<file path="config.mk">
export PLATFORM = sky130hd
export DESIGN_NAME = cmd_issuer
export DESIGN_NICKNAME = d
export VERILOG_FILES = /design/src/rtl/cmd_issuer.sv
export SDC_FILE = /design/constraint.sdc
export NUM_CORES = 1
export LEC_CHECK = 0
export CELL_PAD_IN_SITES_DETAIL_PLACEMENT = 1
export CELL_PAD_IN_SITES_GLOBAL_PLACEMENT = 1
export CORE_MARGIN = 10
export CORE_UTILIZATION = 28
export DETAILED_ROUTE_END_ITERATION = 6
export GPL_TIMING_DRIVEN = 0
export PLACE_DENSITY_LB_ADDON = 0.1
export SETUP_SLACK_MARGIN = 0.05
export SLEW_MARGIN = 20
export SYNTH_ARGS = -nofsm -noshare
export SYNTH_HDL_FRONTEND = slang
export SYNTH_SLANG_ARGS = --single-unit
</file>
<file path="constraint.sdc">
create_clock -name clk -period 4.05 [get_ports clk]
set_clock_uncertainty 0.15 [all_clocks]
set_input_delay 0.6075 -clock clk [delete_from_list [all_inputs] [get_ports clk]]
set_output_delay 0.6075 -clock clk [all_outputs]
set_load 0.05 [all_outputs]
</file>
<file path="src/rtl/cmd_issuer.sv">
// cmd_issuer: buffers host commands in a FIFO and issues them one at a time to a core,
// waiting for completion, capturing ALU flags and flagging lost completions.
`default_nettype none

module cmd_issuer #(
  parameter int DEPTH   = 8,
  parameter int TIMEOUT = 15
) (
  input  logic        clk,
  input  logic        rst_n,
  input  logic        push_valid,
  input  logic [11:0] push_cmd,
  output logic        push_ready,
  input  logic        run,
  input  logic        clr_err,
  output logic        start_cmd,
  output logic [2:0]  op_out,
  output logic [2:0]  rd_out,
  output logic [2:0]  rs1_out,
  output logic [2:0]  rs2_out,
  input  logic        cmd_done,
  input  logic        z_flag_in,
  input  logic        c_flag_in,
  output logic        last_z,
  output logic        last_c,
  output logic        busy,
  output logic [3:0]  fifo_count,
  output logic [7:0]  exec_count,
  output logic        timeout_err
);

  localparam int AW = (DEPTH > 1) ? $clog2(DEPTH) : 1;
  localparam int TW = $clog2(TIMEOUT + 1);
  localparam logic [4:0]    DEPTH_C   = 5'(DEPTH);
  localparam logic [TW-1:0] TIMER_MAX = TW'(TIMEOUT - 1);

  typedef enum logic [1:0] {
    S_IDLE  = 2'd0,
    S_ISSUE = 2'd1,
    S_WAIT  = 2'd2,
    S_ERR   = 2'd3
  } state_t;

  state_t          state;
  logic [11:0]     mem [DEPTH];
  logic [AW-1:0]   wr_ptr;
  logic [AW-1:0]   rd_ptr;
  logic [TW-1:0]   timer;
  logic            push_fire;
  logic            pop_fire;

  // Full blocks pushes even when a pop happens in the same cycle.
  assign push_ready = ({1'b0, fifo_count} < DEPTH_C);
  assign push_fire  = push_valid && push_ready;
  assign pop_fire   = (state == S_ISSUE);

  always_ff @(posedge clk) begin
    if (push_fire) begin
      mem[wr_ptr] <= push_cmd;
    end
  end

  always_ff @(posedge clk or negedge rst_n) begin
    if (!rst_n) begin
      wr_ptr     <= '0;
      rd_ptr     <= '0;
      fifo_count <= 4'd0;
    end else begin
      if (push_fire) begin
        wr_ptr <= wr_ptr + AW'(1);
      end
      if (pop_fire) begin
        rd_ptr <= rd_ptr + AW'(1);
      end
      case ({push_fire, pop_fire})
        2'b10:   fifo_count <= fifo_count + 4'd1;
        2'b01:   fifo_count <= fifo_count - 4'd1;
        default: fifo_count <= fifo_count;
      endcase
    end
  end

  always_ff @(posedge clk or negedge rst_n) begin
    if (!rst_n) begin
      state       <= S_IDLE;
      start_cmd   <= 1'b0;
      op_out      <= 3'd0;
      rd_out      <= 3'd0;
      rs1_out     <= 3'd0;
      rs2_out     <= 3'd0;
      last_z      <= 1'b0;
      last_c      <= 1'b0;
      busy        <= 1'b0;
      exec_count  <= 8'd0;
      timeout_err <= 1'b0;
      timer       <= '0;
    end else begin
      start_cmd <= 1'b0;
      case (state)
        S_IDLE: begin
          if (run && (fifo_count != 4'd0) && !timeout_err) begin
            state     <= S_ISSUE;
            {op_out, rd_out, rs1_out, rs2_out} <= mem[rd_ptr];
            start_cmd <= 1'b1;
            busy      <= 1'b1;
          end
        end
        S_ISSUE: begin
          state <= S_WAIT;
          timer <= '0;
        end
        S_WAIT: begin
          if (cmd_done) begin
            last_z     <= z_flag_in;
            last_c     <= c_flag_in;
            exec_count <= exec_count + 8'd1;
            busy       <= 1'b0;
            state      <= S_IDLE;
          end else if (timer == TIMER_MAX) begin
            // Completion considered lost; the command is dropped, not retried.
            timeout_err <= 1'b1;
            busy        <= 1'b0;
            state       <= S_ERR;
          end else begin
            timer <= timer + TW'(1);
          end
        end
        S_ERR: begin
          if (clr_err) begin
            timeout_err <= 1'b0;
            state       <= S_IDLE;
          end
        end
        default: state <= S_IDLE;
      endcase
    end
  end

endmodule

`default_nettype wire
</file>
**Word level (Yosys, flattened, before mapping)**

Memory sizes are Yosys's and may differ from the RTL's. A register that Yosys moved wholly into a read port is not among the register bits.
Index checks and enable logic that the tools add are counted.

- Magnitude comparators: 1
- Equality and inequality tests: 12
- Reduce and logical (&&, ||, !) cells: 17
- Mux-type cells: 21
- Add/subtract/negate cells: 6

Operators by type and width:

| kind | number |
|---|---|
| $pmux W4 S2 | 2 |
| $mux W1 | 10 |
| $ne A2 B2 Y1 const B | 5 |
| $reduce_and A3 Y1 | 3 |
| $add A4 B1 Y4 const B | 2 |
| $add A8 B1 Y8 const B | 1 |
| $mux W2 | 4 |
| $mux W4 | 2 |
| $pmux W2 S4 | 1 |
| $reduce_bool A2 Y1 | 4 |
| $add A3 B1 Y3 const B | 2 |
| $eq A2 B2 Y1 const B | 3 |
| $eq A2 B1 Y1 const B | 2 |
| $eq A4 B4 Y1 const B | 1 |
| $lt A4 B4 Y1 const B | 1 |
| $pmux W1 S2 | 2 |
| $reduce_and A2 Y1 | 2 |
| $reduce_and A4 Y1 | 1 |
| $reduce_bool A4 Y1 | 1 |
| $sub A4 B1 Y4 const B | 1 |
| $logic_and A1 B1 Y1 | 3 |
| $ne A3 B3 Y1 const B | 1 |
| $logic_not A1 Y1 | 2 |
| $logic_not A2 Y1 | 1 |

- Register bits: 29
- Logic and storage cells: 69
- Memories: 1
- Memory bits (writable): 96
- Output and inout bits: 30

Memories:

| memory | words | width | read ports | clocked after Yosys merged registers in | write ports | RTL line | source |
|---|---|---|---|---|---|---|---|
| mem | 8 | 12 | 1 | 1 | 1 | 45 | `logic [11:0] mem [DEPTH];` |

**Longest topological paths before layout**

- Depth in word-level cells: 5
- Mapped depth: 10

**Worst setup path before layout**

No wires, ideal clock.

- Path type: reg-to-reg
- Start point: register fifo_count[3]
- End point: memory mem[0][0], enable pin
- Data required time: 3.504 ns
- Arrival: 1.945 ns
- Slack: 1.558 ns
- Cell stages (with the launch flop): 4
- Buffers on the path: 0
- Clock period less this slack: 2.492 ns
- Cell sequence: dfrtp_1 -> and2b_1 -> nand2b_1 -> nor3_1

- Cells in the longest elaborated chain, start to end: 4

Ends and longest elaborated chain:

| item | RTL line | source |
|---|---|---|
| from (decl) | 27 | `output logic [3:0] fifo_count,` |
| from (signal assigned) | 76 | `2'b10: fifo_count <= fifo_count + 4'd1;` |
| from (signal assigned) | 77 | `2'b01: fifo_count <= fifo_count - 4'd1;` |
| from (signal assigned) | 78 | `default: fifo_count <= fifo_count;` |
| $lt A4 B4 Y1 | 53 | `assign push_ready = ({1'b0, fifo_count} < DEPTH_C);` |
| $logic_and A1 B1 Y1 | 54 | `assign push_fire = push_valid && push_ready;` |
| $mux W1 | 58 | `if (push_fire) begin` |
| $mux W1 (implied by the code) | 59 | `mem[wr_ptr] <= push_cmd;` |
| to (decl) | 45 |  |

Every way passes these cells.

**Worst setup path after layout**

- Start point: register fifo_count[0]
- End point: output port fifo_count[0]

No word-level cell between the ends.

==> metrics <==
CP Class=flop to output pin; Fin. Hold Viols=3; RSZ-0062 raised after global routing=false; Post-synth top flop=edfxtp_1; Critical Path Start Type=flop; HP Class=input pin to asynchronous set/reset pin; largest cells by area after synthesis=edfxtp_1 (52%), dfrtp_1 (19%), mux4_2 (9.8%), mux2i_1 (2.7%), nor2_1 (1.8%); CP Max Fanout=6; Iter 0 DRT Violations=91; sequential power share=around a third; Largest delay share family, worst path=buffers and inverters; final setup violation count=0; die span in x=between 150 and 200 µm; Synth Instances=330; drt via density=between 4 and 5; gr usage total=approximately a tenth; Nets=roughly 430; maximum vdd drop=between 200 and 300 µV; most common cell in the netlist=edfxtp_1; failing checks=hold timing; register area share after synthesis=71.0%; synthesized area=0.00551 mm²; CTS resizes=0; wire length per cell=roughly 19 µm; global-route wire length before repair=20,000 µm; clk slew on worst S/H paths=~0.06 ns; CTS H-tree lvls=4; slowest stage cell, crit path=clkdlybuf4s50_1; Tmin final=roughly 2.5 ns; proportion of layout cells with a drive suffix above 1=about a fifth; Post-Route WL=12,700 µm; Seq. cell area=just under 0.004 mm²; chip height=160 µm; DRT Pass-1 Iters=4; share of power burned in combinational logic=about 36%; clock power share=29.0%; largest stage delay on the critical path=about 0.86 ns; Synth cell types=39; synthesis-to-finish area growth=28.4%; FMAX=400 MHz; gr ovfl total=0; ys async rst share=29.9%; YS warnings=0; DP Worst Slack=approximately 1.2 ns; row cnt=51; setup slack after layout=between 1.5 and 2 ns; DP HPWL=8930 µm; post-synthesis sequential element count=137; Num CTS Buffers=17; vias=approximately 3,000; TritonCTS clock tree=yes; status=complete, but fails checks; # clock sinks=around 140; number of max-cap violations=0; IO Pins=50; CP arrival=1.74 ns; worst path bufs/invs=1; Layout Utilization=a little over a third; Slew Viols, Final=0; total nets after synthesis=357; area of the multi-input gates=0.00153 mm²; Hold-fix buffers, CTS=0; number of nets with antenna violations after detailed routing=0; Placer Congestion=just under 0.7; CP cell instances=clkdlybuf4s50_1; clock root cell=clkbuf_16; Synth top cells by count=edfxtp_1 (96), dfrtp_1 (41), nor2_1 (27); Initial Util=28.4%; Tcrit/Tclk final=61.8%; Slew @ Worst Pin=~0.87 ns; Pleak=roughly 2.6 nW; internal power=around 3.6 mW; TNS Setup=0 ns; Worst Hold Slack=-0.00274 ns; vias in the first global route=3,296; # diodes=0; CP endpoint kind=output pin; Core Footprint=0.0194 mm²; Bufs on Longest Clock Path=2; Clk Latency, worst-skew pair=~0.41 ns; Relative slew margins=approximately 42%; Sw Share=a little over a third; Die Area=approximately 0.026 mm²; initial antenna violation count=0; EDFF count, synth=96; post-synth top area share=a little over half; largest net degree at the start of global routing=25; # DRC=0; fill cell count=2,014; Switch Pwr=~2 mW; port bufs=slightly below 50; Worst EP required=between 3 and 4 ns; Pwr per Cell Area=about 800 mW/mm²; syn avg cell area=about 17 µm²; Synth area leader=edfxtp_1; post-CTS setup repair buffer count=0
==> cell usage in the layout, fill, tap and decap left out, types with 3 or more instances in the layout <==
cell type	count
a21oi_1	16
a31oi_1	4
buf_2	11
buf_6	4
bufinv_16	4
clkbuf_1	4
clkbuf_16	17
clkdlybuf4s50_1	48
dfrtp_1	41
edfxtp_1	96
ha_1	7
inv_1	5
inv_6	4
mux2i_1	15
mux4_2	24
nand2_1	22
nand2b_1	6
nand3_1	5
nor2_1	21
nor2_2	6
nor2b_1	3
o21ai_0	4
o22ai_1	3
xnor2_1	10
xor2_1	5
==> logic make-up after synthesis <==
| kind of cell | count (synthesis) | synth area share (%) |
|---|---|---|
| and+or+nand+nor | 76 | 6.66 |
| AOI/OAI and AO/OA | 32 | 3.39 |
| adders and majority gates | 7 | 1.59 |
| buffers and inverters | 21 | 1.75 |
| DFF | 137 | 71.0 |
| muxes | 42 | 13.2 |
| xor gates and xnor gates | 15 | 2.39 |
==> flip-flops by register name, indices dropped and copies added, names as in the netlist <==
register and count:
mem 96, exec_count 8, fifo_count 4, timer 4, op_out 3, rd_out 3, rd_ptr 3, rs1_out 3
rs2_out 3, wr_ptr 3, state 2, busy 1, last_c 1, last_z 1, start_cmd 1, timeout_err 1
==> worst paths after layout <==
kind,startpoint,to,slack (ns),depth (start not counted)
max,fifo_count[0]$_DFFE_PN0P_,fifo_count[0],1.55,1
min,rst_n,fifo_count[0]$_DFFE_PN0P_,-0.003,1
max reg2reg,rd_ptr[1]$_DFFE_PN0N_,rs1_out[0]$_DFFE_PN0P_,1.70,6
min reg2reg,exec_count[7]$_DFFE_PN0P_,exec_count[7]$_DFFE_PN0P_,0.33,1
max in group asynchronous,rst_n,start_cmd$_DFF_PN0_,3.26,2
min in group clk,exec_count[7]$_DFFE_PN0P_,exec_count[7]$_DFFE_PN0P_,0.33,1
==> final cells by class <==
| type | instances | share of cell area (%) |
|---|---|---|
| Sequential cell | 137 | 55.3 |
| Multi-Input combinational cell | 172 | 21.6 |
| Timing Repair Buffer | 57 | 8.32 |
| Clock buffer | 18 | 6.07 |
| Tap cell | 265 | 4.69 |
| Clock inverter | 13 | 2.71 |
| Buffer | 15 | 1.03 |
| Inverter | 6 | 0.336 |
==> through the flow <==
stage,power (mW),area [µm²],std cells
3_3_place_gp,4.02,6330,644
2_1_floorplan,3.36,5510,330
3_5_place_dp,4.09,6450,652
4_1_cts,5.74,7070,683
6_report,5.64,7070,683
5_1_grt,5.96,7070,683
==> power groups by stage <==
stage               combinational, mW  sequential [mW]  clock (mW)
detailed placement               2.08             2.01           0
CTS                              2.09             1.98        1.67
global placement                 2.02             1.99           0
finish                           2.03             1.97        1.64
floorplan                       0.986             2.38           0
global route                     2.21             2.01        1.74
==> layer usage <==
metal	part of all wire [%]	GRT usage, %	routed length (µm)	vias up
met3	3.8	2.98	477	13
li1	-	-	-	1402
met2	48	16.1	6090	48
met4	1.4	4.13	174	0
met1	47	13.1	5910	1538
met5	0	0	0	-
(Power assumes the default switching activity.)
